[config.mk]
export PLATFORM = sky130hd
export DESIGN_NAME = lc3_memaccess_ctrl
export DESIGN_NICKNAME = d
export VERILOG_FILES = /design/src/rtl/lc3_memaccess_ctrl_pkg.sv /design/src/rtl/lc3_memaccess_ctrl_wdog.sv /design/src/rtl/lc3_memaccess_ctrl.sv
export SDC_FILE = /design/constraint.sdc
export NUM_CORES = 1
export LEC_CHECK = 0
export BUFFER_PORTS_ARGS = -buffer_cell sky130_fd_sc_hd__buf_2
export CORE_MARGIN = 2
export CORE_UTILIZATION = 47
export CTS_BUF_LIST = sky130_fd_sc_hd__clkbuf_8
export CTS_CLUSTER_SIZE = 14
export DETAILED_ROUTE_END_ITERATION = 10
export PLACE_DENSITY = 0.75
export SYNTH_ARGS = -nofsm -noshare
export SYNTH_HDL_FRONTEND = slang
export SYNTH_SLANG_ARGS = --single-unit
[constraint.sdc]
create_clock -name clock -period 4.7 [get_ports clock]
set_clock_uncertainty 0.05 [all_clocks]
set_input_delay 0.94 -clock clock [delete_from_list [all_inputs] [get_ports clock]]
set_output_delay 0.94 -clock clock [all_outputs]
set_load 0.005 [all_outputs]
[src/rtl/lc3_memaccess_ctrl_pkg.sv]
// Shared types and helpers for the LC3 MemAccess sequencing controller.
//   mem_op_t    : LD, ST, LDI, STI request encodings
//   mem_state_t : controller FSM states
//   is_load / is_indirect : op classification helpers
package memaccess_ctrl_pkg_hdl;

    localparam int ADDR_W = 16;
    localparam int DATA_W = 16;

    typedef enum logic [1:0] {
        LD  = 2'd0,
        ST  = 2'd1,
        LDI = 2'd2,
        STI = 2'd3
    } mem_op_t;

    typedef enum logic [1:0] {
        IDLE = 2'd0,
        IND  = 2'd1,
        ACC  = 2'd2,
        RSP  = 2'd3
    } mem_state_t;

    function automatic logic is_load(mem_op_t op);
        return (op == LD) || (op == LDI);
    endfunction

    function automatic logic is_indirect(mem_op_t op);
        return (op == LDI) || (op == STI);
    endfunction

endpackage

[src/rtl/lc3_memaccess_ctrl_wdog.sv]
// Ack watchdog for one memory access.
//   clock, reset : clock, async active-high reset
//   clear        : restart the count (new access begins)
//   active       : an access is outstanding (data_req)
//   ack          : access completed this cycle
//   expire       : TIMEOUT cycles elapsed without ack (this is the last one)
// TIMEOUT=0 removes the counter entirely and expire is tied low.
module memaccess_wdog #(
    parameter int TIMEOUT = 16
) (
    input  logic clock,
    input  logic reset,
    input  logic clear,
    input  logic active,
    input  logic ack,
    output logic expire
);

    generate
        if (TIMEOUT > 0) begin : g_wdog
            localparam int CW = $clog2(TIMEOUT + 1);
            logic [CW-1:0] wait_cnt;

            always_ff @(posedge clock or posedge reset) begin
                if (reset)
                    wait_cnt <= '0;
                else if (clear)
                    wait_cnt <= '0;
                else if (active && !ack)
                    wait_cnt <= wait_cnt + CW'(1);
            end

            // Fires in the TIMEOUT-th waiting cycle; a coincident ack wins.
            assign expire = active && !ack && (wait_cnt == CW'(TIMEOUT - 1));
        end else begin : g_nowdog
            assign expire = 1'b0;
        end
    endgenerate

endmodule

[src/rtl/lc3_memaccess_ctrl.sv]
// LC3 MemAccess sequencing controller.
// Accepts one LD/ST/LDI/STI request at a time, drives the data-memory port
// (expanding LDI/STI into pointer read + access), waits on data_ack with a
// watchdog, and presents the load result on memout until rsp_ready.
//   req_*  : request handshake from pipeline controller
//   data_* : data-memory port (data_req/data_rd/data_addr/data_din out,
//            data_dout/data_ack in)
//   rsp_*  : response handshake; rsp_err flags a watchdog abort
//   memout : load result, 0 for stores and aborted requests
module lc3_memaccess_ctrl
    import memaccess_ctrl_pkg_hdl::*;
#(
    parameter int TIMEOUT = 16
) (
    input  logic              clock,
    input  logic              reset,
    input  logic              req_valid,
    output logic              req_ready,
    input  logic [1:0]        req_op,
    input  logic [ADDR_W-1:0] req_addr,
    input  logic [DATA_W-1:0] req_data,
    output logic              data_req,
    output logic              data_rd,
    output logic [ADDR_W-1:0] data_addr,
    output logic [DATA_W-1:0] data_din,
    input  logic [DATA_W-1:0] data_dout,
    input  logic              data_ack,
    output logic              rsp_valid,
    input  logic              rsp_ready,
    output logic              rsp_err,
    output logic [DATA_W-1:0] memout
);

    mem_state_t        state, state_nxt;
    mem_op_t           op_q;
    mem_op_t           op_in;
    logic [ADDR_W-1:0] addr_q;
    logic [DATA_W-1:0] data_q;
    logic              expire;
    logic              wd_clear;

    assign op_in = mem_op_t'(req_op);

    always_ff @(posedge clock or posedge reset) begin
        if (reset) state <= IDLE;
        else       state <= state_nxt;
    end

    // Port outputs decode straight from state so reset drops data_req at once.
    always_comb begin
        state_nxt = state;
        req_ready = 1'b0;
        rsp_valid = 1'b0;
        data_req  = 1'b0;
        data_rd   = 1'b0;
        data_addr = '0;
        data_din  = '0;
        case (state)
            IDLE: begin
                req_ready = 1'b1;
                if (req_valid) state_nxt = is_indirect(op_in) ? IND : ACC;
            end
            IND: begin
                data_req  = 1'b1;
                data_rd   = 1'b1;
                data_addr = addr_q;
                if (data_ack)    state_nxt = ACC;
                else if (expire) state_nxt = RSP;
            end
            ACC: begin
                data_req  = 1'b1;
                data_rd   = is_load(op_q);
                data_addr = addr_q;
                if (!is_load(op_q)) data_din = data_q;
                if (data_ack || expire) state_nxt = RSP;
            end
            RSP: begin
                rsp_valid = 1'b1;
                if (rsp_ready) state_nxt = IDLE;
            end
            default: state_nxt = IDLE;
        endcase
    end

    // Any state change restarts the watchdog, which covers entry to IND/ACC.
    assign wd_clear = (state_nxt != state);

    memaccess_wdog #(.TIMEOUT(TIMEOUT)) u_wdog (
        .clock  (clock),
        .reset  (reset),
        .clear  (wd_clear),
        .active (data_req),
        .ack    (data_ack),
        .expire (expire)
    );

    always_ff @(posedge clock or posedge reset) begin
        if (reset) begin
            op_q    <= LD;
            addr_q  <= '0;
            data_q  <= '0;
            memout  <= '0;
            rsp_err <= 1'b0;
        end else begin
            case (state)
                IDLE: if (req_valid) begin
                    op_q   <= op_in;
                    addr_q <= req_addr;
                    data_q <= req_data;
                end
                IND: begin
                    // Pointer is used verbatim as the effective address.
                    if (data_ack) addr_q <= data_dout;
                    else if (expire) begin
                        memout  <= '0;
                        rsp_err <= 1'b1;
                    end
                end
                ACC: begin
                    if (data_ack) memout <= is_load(op_q) ? data_dout : '0;
                    else if (expire) begin
                        memout  <= '0;
                        rsp_err <= 1'b1;
                    end
                end
                RSP: if (rsp_ready) rsp_err <= 1'b0;
                default: ;
            endcase
        end
    end

endmodule

# Yosys cells after proc, flatten, opt, wreduce, memory -nomap -nowiden
# Index checks and enable logic that the tools add are counted.
# word_totals
output_inout_bits	53
latch_bits	0
reg_bits	58
mem_bits_ro	0
wordCells	67
n_memories	0
ramBits	0
# classes
add_sub_neg	1
div	0
n_eq_ne	14
n_shift	0
muxes	28
n_reduce_logical	17
n_bitwise	0
n_mul	0
n_lt_le_gt_ge	0
# ops
op	n
16-bit two-way mux	9
16-bit one-hot mux with 2 select lines	2
2-bit two-way mux	6
2-bit == test, second input constant	5
5-bit two-way mux	2
2-bit inequality test, second input constant	5
2-bit one-hot mux with 4 select lines	1
2-bit nonzero test	4
1-bit two-way mux	6
5-bit by 1-bit adder with 5-bit output, second input constant	1
5-bit by 4-bit == test with 1-bit output, second input constant	1
2-bit zero test	2
1-bit one-hot mux with 2 select lines	2
2-bit AND reduction	2
4-bit AND reduction	1
1-bit logical OR	3
3-bit AND reduction	1
2-bit by 1-bit == test with 1-bit output, second input constant	1
1-bit logical AND	2
2-bit by 1-bit inequality test with 1-bit output, second input constant	1
2-bit inequality test	1
2-bit OR reduction	1
1-bit zero test	1

# Longest topological paths before layout
# Gate-level depths: netlist (run 1).
# depth
depth_word	10
ltp_mapped	8

# Hierarchy
# A second synthesis (run 1) with hierarchy kept.
# hier_totals
cells_unflattened	251
hier_area_um2	2857.7
# modules_own_cells
module	n_inst	area_per_inst_um2	cells_per_inst	seq_area_each_um2
lc3_memaccess_ctrl	1	2558.7	225	1301.2
memaccess_wdog	1	299.0	26	125.1

# Worst setup path before layout (run 1)
# Ideal clock, no wire load.
# synth_path
path_type	register -> output
start	reg state[1]
end	out data_rd
path_buffers	2
arrival_ps	1356
stages_incl_launch_ff	6
t_required_ps	3710
path_slack_ps	2354
cell_sequence	dfrtp_1 > inv_1 > ha_1 > buf_4 > buf_2 > o21a_1
# synth_between
elab_chain_len	2
# synth_rtl
item	line_no	source
start, declared	lc3_memaccess_ctrl.sv:34	mem_state_t state, state_nxt;
start signal, assigned	lc3_memaccess_ctrl.sv:46	else state <= state_nxt;
2-bit == test / 2-bit by 1-bit == test with 1-bit output (equally long branches)	lc3_memaccess_ctrl.sv:58	case (state)
1-bit one-hot mux with 2 select lines (*)	lc3_memaccess_ctrl.sv:58	
end, declared	lc3_memaccess_ctrl.sv:23	output logic data_rd,
# Every way passes the cells marked *; elsewhere a longest branch is shown, timed or not.

# Final worst setup path (run 1)
# layout_path
start	reg state[0]
end	out data_rd
# Same word-level chain as after synthesis.

==> out/results.tsv, run 1 <==
stage	metric	value	unit
routing	drt_iter0_markers	92	
outcome	status	complete, no violations	
place	dp_hpwl	4460	um
synth	ys_seq_elements	57	
cells_and_area	antenna_cells	0	
flow_run	max_cap_violations	0	
cells_and_area	area_growth	27.7	%
power_and_ir_drop	ir_drop	305	uV
timing	fin_setup_tns	0	ns
timing	slew_headroom	24.8	%
synth	ys.warnings.count	0	
critical_path	worstPathArrival	1.97	ns
synth	synth_cells	249	
cells_and_area	nNetsFinal	414	
floorplan	die_area	0.00658	mm2
global_routing	grt_antenna_before_repair	0	
global_routing	grt_pass1_vias	2184	
place	pre_cts_slack	2.04	ns
clocking	clockBufferDepth	2	
critical_path	crit_start	state[0]$_DFF_PP0_	
synth	ys_types	38	
cells_and_area	num-fill-cells	519	
clocking	numCtsBuffers	9	
global_routing	grt_start_max_net_pins	58	
routing	drcViolationCount	0	
floorplan	rows	28	
timing	fmax	338	MHz
floorplan	initial_utilization	47.8	%
min_path	hold_class	register to register	
place	place.gp.congestion	0.845	
global_routing	gr-total-overflow	0	
timing	tightest_slew	1.13	ns
synth	synth_area_per_cell	11.2	um2
cells_and_area	multi_input_area	0.00127	mm2
clocking	cts_root_buf	clkbuf_8	
critical_path	start_kind	register	
cells_and_area	design_area	0.00357	mm2
timing	layout_setup_ws	1.74	ns
power_and_ir_drop	leakagePower	1.84	nW
cells_and_area	seq_area	0.00143	mm2
routing	first_pass_iters	4	
clocking	htreeDepth	3	
power_and_ir_drop	total_power	0.00250	W
critical_path	ff2ff_path_depth	6	
clocking	post_cts_buffers	0	
critical_path	crit_fanout	23	
routing	post_drt_wl_per_cell	14.6	um
clocking	ctsResizeCount	0	
timing	drv_slew	0	
clocking	cts_tree	yes	
timing	rsz0062_at_grt	no	
synth	synth_nets	310	
routing	wirelength	6310	um
critical_path	r2r-start	state[1]$_DFF_PP0_	
routing	drtAntennaViolNets	0	
floorplan	die_w	81.1	um
timing	setup_violations	0	
critical_path	end_kind	output port	
place	dpl_cell_area	0.00336	mm2
power_and_ir_drop	power_density	699	mW/mm2
routing	dr_total_vias	2274	
global_routing	grt_pass1_wl	9960	um
synth	yosysSeqAreaShare	51.0	%
clocking	clock_sinks	57	
timing	fin_crit_sh	62.9	%
min_path	hp-start	data_q[6]$_DFFE_PP0P_	
clocking	ctsHoldBuffers	0	
critical_path	crit_required	3.71	ns
min_path	hold_path_depth	1	
timing	hold_violations	0	
place	port_buffers	107	
cells_and_area	drive_above_1_share	41.6	%
floorplan	io_pins	108	
clocking	cts.clk_slew.worst_paths	0.06	ns
clocking	clk_latency	0.33	ns
global_routing	grt_use_total	20.1	%
synth	synth_area	0.00280	mm2
timing	fin_crit	2.96	ns
critical_path	worst-setup-path-type	register to output port	
floorplan	die-height	81.1	um
floorplan	fp.coreArea	0.00585	mm2
routing	vias_per_cell	5.25	
## cell usage in the layout (no fill, tap or decap), types with 2 or more instances in the layout
cell	Yosys	layout
buf_2	8	107
dfrtp_1	57	57
nor2_1	20	19
mux2i_1	18	18
mux2_2	18	18
and3_1	18	18
a22o_1	17	17
a21oi_1	17	17
and2_1	16	16
clkbuf_8	0	11
ha_1	6	6
nand2_1	5	5
nor2b_1	4	4
inv_1	4	4
nor3_1	4	4
nand2b_1	3	3
o21ai_0	3	3
buf_4	1	3
nor4_1	2	2
inv_2	1	2
a31oi_1	2	2
o211ai_1	2	2
xor2_1	2	2
## layout make-up
class	instances	area share, %
Sequential cell	57	39.9
Multi-Input combinational cell	170	35.5
Timing Repair Buffer	110	15.6
Clock buffer	11	4.24
Tap cell	75	2.63
Clock inverter	5	1.54
Inverter	5	0.526
## stage by stage
stage / hold slack [ns] / util (%) / cells
floorplan: 0.421 / - / 249
finish: 0.450 / 61.0 / 433
global placement: 0.431 / 57.5 / 417
CTS: 0.451 / 61.0 / 433
detailed placement: 0.436 / 57.5 / 417
global route: 0.463 / 61.0 / 433
## worst max-delay path: stages, from the launching register on
cell,delay (ns)
dfrtp_1,0.45
inv_1,0.12
ha_1,0.57
nor2b_1,0.25
o21a_1,0.15
buf_2,0.11
## metal layers
| metal | up-vias | wire length [um] | global-route usage (%) |
|---|---|---|---|
| met4 | 0 | 139 | 10.7 |
| li1 | 1094 | - | - |
| met3 | 12 | 351 | 4.11 |
| met1 | 1104 | 2700 | 25.6 |
| met2 | 64 | 3120 | 32.2 |
| met5 | - | 0 | 0 |
## flip-flops by register name, summed over array words and instances (netlist names)
| name | flops |
|---|---|
| rsp_err | 1 |
| addr_q | 16 |
| memout | 16 |
| data_q | 16 |
| u_wdog.g_wdog.wait_cnt | 5 |
| state | 2 |
| op_q | 1 |
## where the power goes
part	internal, W	total [W]	leakage, nW	switching, W
sequential	0.000712	0.000837	0.695	0.000124
clock	0.000272	0.000466	0.107	0.000194
combinational	0.000585	0.00119	1.03	0.000609
## cell usage after synthesis (all sizes together)
library cell	n	area [um2]
a21oi	17	85.1
o21a	1	7.51
o211ai	2	15.0
dfrtp	57	1430
a2111oi	1	27.5
and3	18	113
nor4	2	12.5
xor2	2	17.5
nand2b	3	18.8
nor2	20	75.1
buf	10	58.8
o32a	1	11.3
mux2	18	203
a2bb2oi	1	15.0
xnor2	1	8.76
a21o	1	7.51
a31oi	2	12.5
nand2	5	18.8
a31o	1	8.76
ha	6	75.1
nand4	1	6.26
nor3	4	20.0
and3b	1	8.76
and2b	1	7.51
a22o	17	149
mux2i	18	180
and2	16	100
nor2b	4	25.0
clkbuf	7	27.5
a21boi	1	7.51
inv	5	18.8
o21ai	4	20.0
o32ai	1	8.76
## path summary, 6_finish.rpt
path	slack [ns]	endpoint
hold reg to reg	0.45	data_q[6]$_DFFE_PP0P_
hold / removal	0.45	data_q[6]$_DFFE_PP0P_
max in group asynchronous	3.38	addr_q[4]$_DFFE_PP0P_
setup / recovery	1.74	data_rd
min in group asynchronous	0.76	memout[2]$_DFFE_PP0P_
setup reg to reg	2.10	addr_q[9]$_DFFE_PP0P_
## cell families (layout without fill, tap and decap cells)
| logic type | Yosys count | after routing | share of synthesized area, % |
|---|---|---|---|
| xor gates and xnor gates | 3 | 3 | 0.940 |
| AOI/OAI and AO/OA | 50 | 50 | 13.4 |
| adders and majority gates | 6 | 6 | 2.68 |
| buffers and inverters | 22 | 131 | 3.76 |
| muxes | 36 | 36 | 13.7 |
| DFF | 57 | 57 | 51.0 |
| and+or+nand+nor | 75 | 75 | 14.5 |
No activity file was read; power rests on OpenSTA's default activity.
==> run 2, diff against run 1 <==
==> constraint.sdc (replaced) <==
create_clock -name clock -period 3.07 [get_ports clock]
set_clock_uncertainty 0.05 [all_clocks]
set_input_delay 0.614 -clock clock [delete_from_list [all_inputs] [get_ports clock]]
set_output_delay 0.614 -clock clock [all_outputs]
set_load 0.005 [all_outputs]
==> run 2 against run 1 <==
  * Clock power up 72%
  * Global-route usage up 0.54 points
  * Register-to-register slack worse by 1.4 ns
  * First-iteration DRC count up 39%
  * Sequential cell count unchanged
  * Count of clock-buffer cells in the layout unchanged
  * Worst setup slack worse by 1.3 ns
  * Sequential share of layout area down 0.42 points
  * Final area up 1.1%
  * Critical endpoint unchanged
==> out/results.tsv, run 2 (synthesized netlist as in run 1, its figures left out) <==
stage	metric	value	unit	change
critical_path	crit_required	2.41	ns	-1.30 ns
routing	wirelength	6480	um	+2.8%
timing	fin_crit_sh	86.4	%	
cells_and_area	layout_common_cells	buf_2, dfrtp_1, nor2_1		
timing	tightest_slew	0.672	ns	-0.455 ns
timing	slew_headroom	55.2	%	+30 points
global_routing	gr-total-overflow	0		unchanged
cells_and_area	final_core_utilization	61.7	%	+0.64 points
floorplan	initial_utilization	47.8	%	unchanged
clocking	clockBufferDepth	2		unchanged
cells_and_area	design_area	0.00361	mm2	+1.1%
power_and_ir_drop	power_frac_clock	20.4	%	+1.7 points
power_and_ir_drop	seqPwrFrac	32.7	%	-0.8 points
cells_and_area	layout_commonest_cell	buf_2		
place	port_buffers	107		unchanged
clocking	clock_sinks	57		unchanged
global_routing	grt_start_max_net_pins	37		-36%
critical_path	start_kind	register		
floorplan	die_w	81.1	um	unchanged
routing	dr_total_vias	2266		-0.35%
cells_and_area	num-fill-cells	514		-0.96%
routing	post_drt_wl_per_cell	14.9	um	+2.3%
timing	hold_violations	0		unchanged
place	pre_cts_slack	0.692	ns	-1.34 ns
cells_and_area	antenna_cells	0		unchanged
floorplan	io_pins	108		unchanged
critical_path	slowest_delay	0.59	ns	+0.02 ns
timing	fin_setup_tns	0	ns	unchanged
timing	rsz0062_at_grt	no		
floorplan	fp.coreArea	0.00585	mm2	unchanged
cells_and_area	drive_above_1_share	41.9	%	+0.32 points
critical_path	r2r_slack	0.68	ns	-1.42 ns
clocking	clk_latency	0.33	ns	about the same
power_and_ir_drop	power_density	1090	mW/mm2	+56%
critical_path	crit_start	state[0]$_DFF_PP0_		
clocking	ctsHoldBuffers	0		unchanged
place	dpl_cell_area	0.00338	mm2	+0.45%
routing	drtAntennaViolNets	0		unchanged
global_routing	grt_use_total	20.6	%	+0.54 points
cells_and_area	fin_cells	435		+0.46%
power_and_ir_drop	pwr-share-comb	46.9	%	-0.9 points
critical_path	crit_slowest_cell	ha_1		
power_and_ir_drop	p_int	0.00250	W	+59%
global_routing	grt_pass1_wl	10200	um	+2.2%
routing	vias_per_cell	5.21		-0.81%
place	place_inst	419		+0.48%
min_path	hold_class	input pin to asynchronous set/reset pin		
critical_path	end_kind	output port		
routing	drcViolationCount	0		unchanged
clocking	post_cts_buffers	0		unchanged
critical_path	worstPathArrival	1.99	ns	+0.02 ns
timing	layout_setup_ws	0.416	ns	-1.33 ns
floorplan	die_area	0.00658	mm2	unchanged
place	place.gp.congestion	0.779		-7.8%
clocking	cts_root_buf	clkbuf_8		
cells_and_area	area_growth	29.0	%	
clocking	numCtsBuffers	9		unchanged
routing	first_pass_iters	4		unchanged
power_and_ir_drop	switching_share	36.4	%	-0.70 points
timing	setup_violations	0		unchanged
floorplan	rows	28		unchanged
timing	fin_crit	2.65	ns	
routing	drt_iter0_markers	128		+39%
global_routing	grt_antenna_before_repair	0		unchanged
critical_path	crit_fanout	23		unchanged
timing	fmax	377	MHz	
power_and_ir_drop	leakagePower	1.86	nW	+1.3%
cells_and_area	nNetsFinal	416		+0.48%
critical_path	worst-setup-path-type	register to output port		
clocking	cts_tree	yes		
critical_path	critical_path.cell_chain	inv_1 > ha_1 > nor2b_1 > o21a_1 > buf_2		
clocking	ctsResizeCount	0		unchanged
power_and_ir_drop	p_switching	0.00143	W	+55%
floorplan	die-height	81.1	um	unchanged
clocking	cts.clk_slew.worst_paths	0.07	ns	about the same
flow_run	max_cap_violations	0		unchanged
clocking	htreeDepth	3		unchanged
timing	drv_slew	0		unchanged
global_routing	grt_pass1_vias	2130		-2.5%
critical_path	r2r-start	state[1]$_DFF_PP0_		
power_and_ir_drop	ir_drop	519	uV	+70%
outcome	status	complete, no violations		
cells_and_area	largest_registers	addr_q: 16 flops, data_q: 16 flops, memout: 16 flops		
place	dp_hpwl	4580	um	+2.7%
-- run 2: power by group through the flow --
stage               Combinational (W)  Sequential, W  Clock, W
global route                  0.00207        0.00134  0.000849
floorplan                     0.00128        0.00125         0
finish                        0.00184        0.00129  0.000802
global placement              0.00182        0.00128         0
CTS                           0.00186        0.00129  0.000821
detailed placement            0.00186        0.00130         0
-- run 2: worst max-delay path: cells and delay by family, from the launching register on --
kind | cells | cell delay [ns]
buffers and inverters | 2 | 0.22
adder cells (fa/ha/maj) | 1 | 0.59
AO/OA/AOI/OAI | 1 | 0.15
AND/OR/NAND/NOR | 1 | 0.24
flip-flops | 1 | 0.45
-- run 2: cell type report --
type | count | area, um2 | share of cell area [%]
clock inverter | 5 | 77.6 | 2.15
multi-input combinational | 170 | 1270 | 35.1
timing repair buffer | 112 | 573 | 15.9
sequential | 57 | 1430 | 39.5
inverter | 5 | 18.8 | 0.520
tap | 75 | 93.8 | 2.60
clock buffer | 11 | 151 | 4.20
-- run 2: layer usage --
metal | track usage [%] | up-vias | routed length [um]
li1 | - | 1099 | -
met1 | 27.3 | 1094 | 2830
met2 | 32.4 | 64 | 3140
met3 | 4.78 | 9 | 387
met4 | 9.15 | 0 | 125
met5 | 0 | - | 0
-- run 2: final timing paths --
check / cells after the start / to
setup reg to reg: 5 / u_wdog.g_wdog.wait_cnt[4]$_DFFE_PP0P_
hold reg to reg: 1 / memout[8]$_DFFE_PP0P_
hold / removal: 2 / data_q[8]$_DFFE_PP0P_
max in group asynchronous: 3 / memout[1]$_DFFE_PP0P_
min in group clock: 1 / memout[8]$_DFFE_PP0P_
setup / recovery: 5 / data_rd
-- run 2: per-stage QoR --
stage	hold WS [ns]	power, W
after detailed placement	0.436	0.00315
final	0.231	0.00393
after floorplan	0.421	0.00253
after global placement	0.429	0.00310
after CTS	0.236	0.00397
after global routing	0.266	0.00426
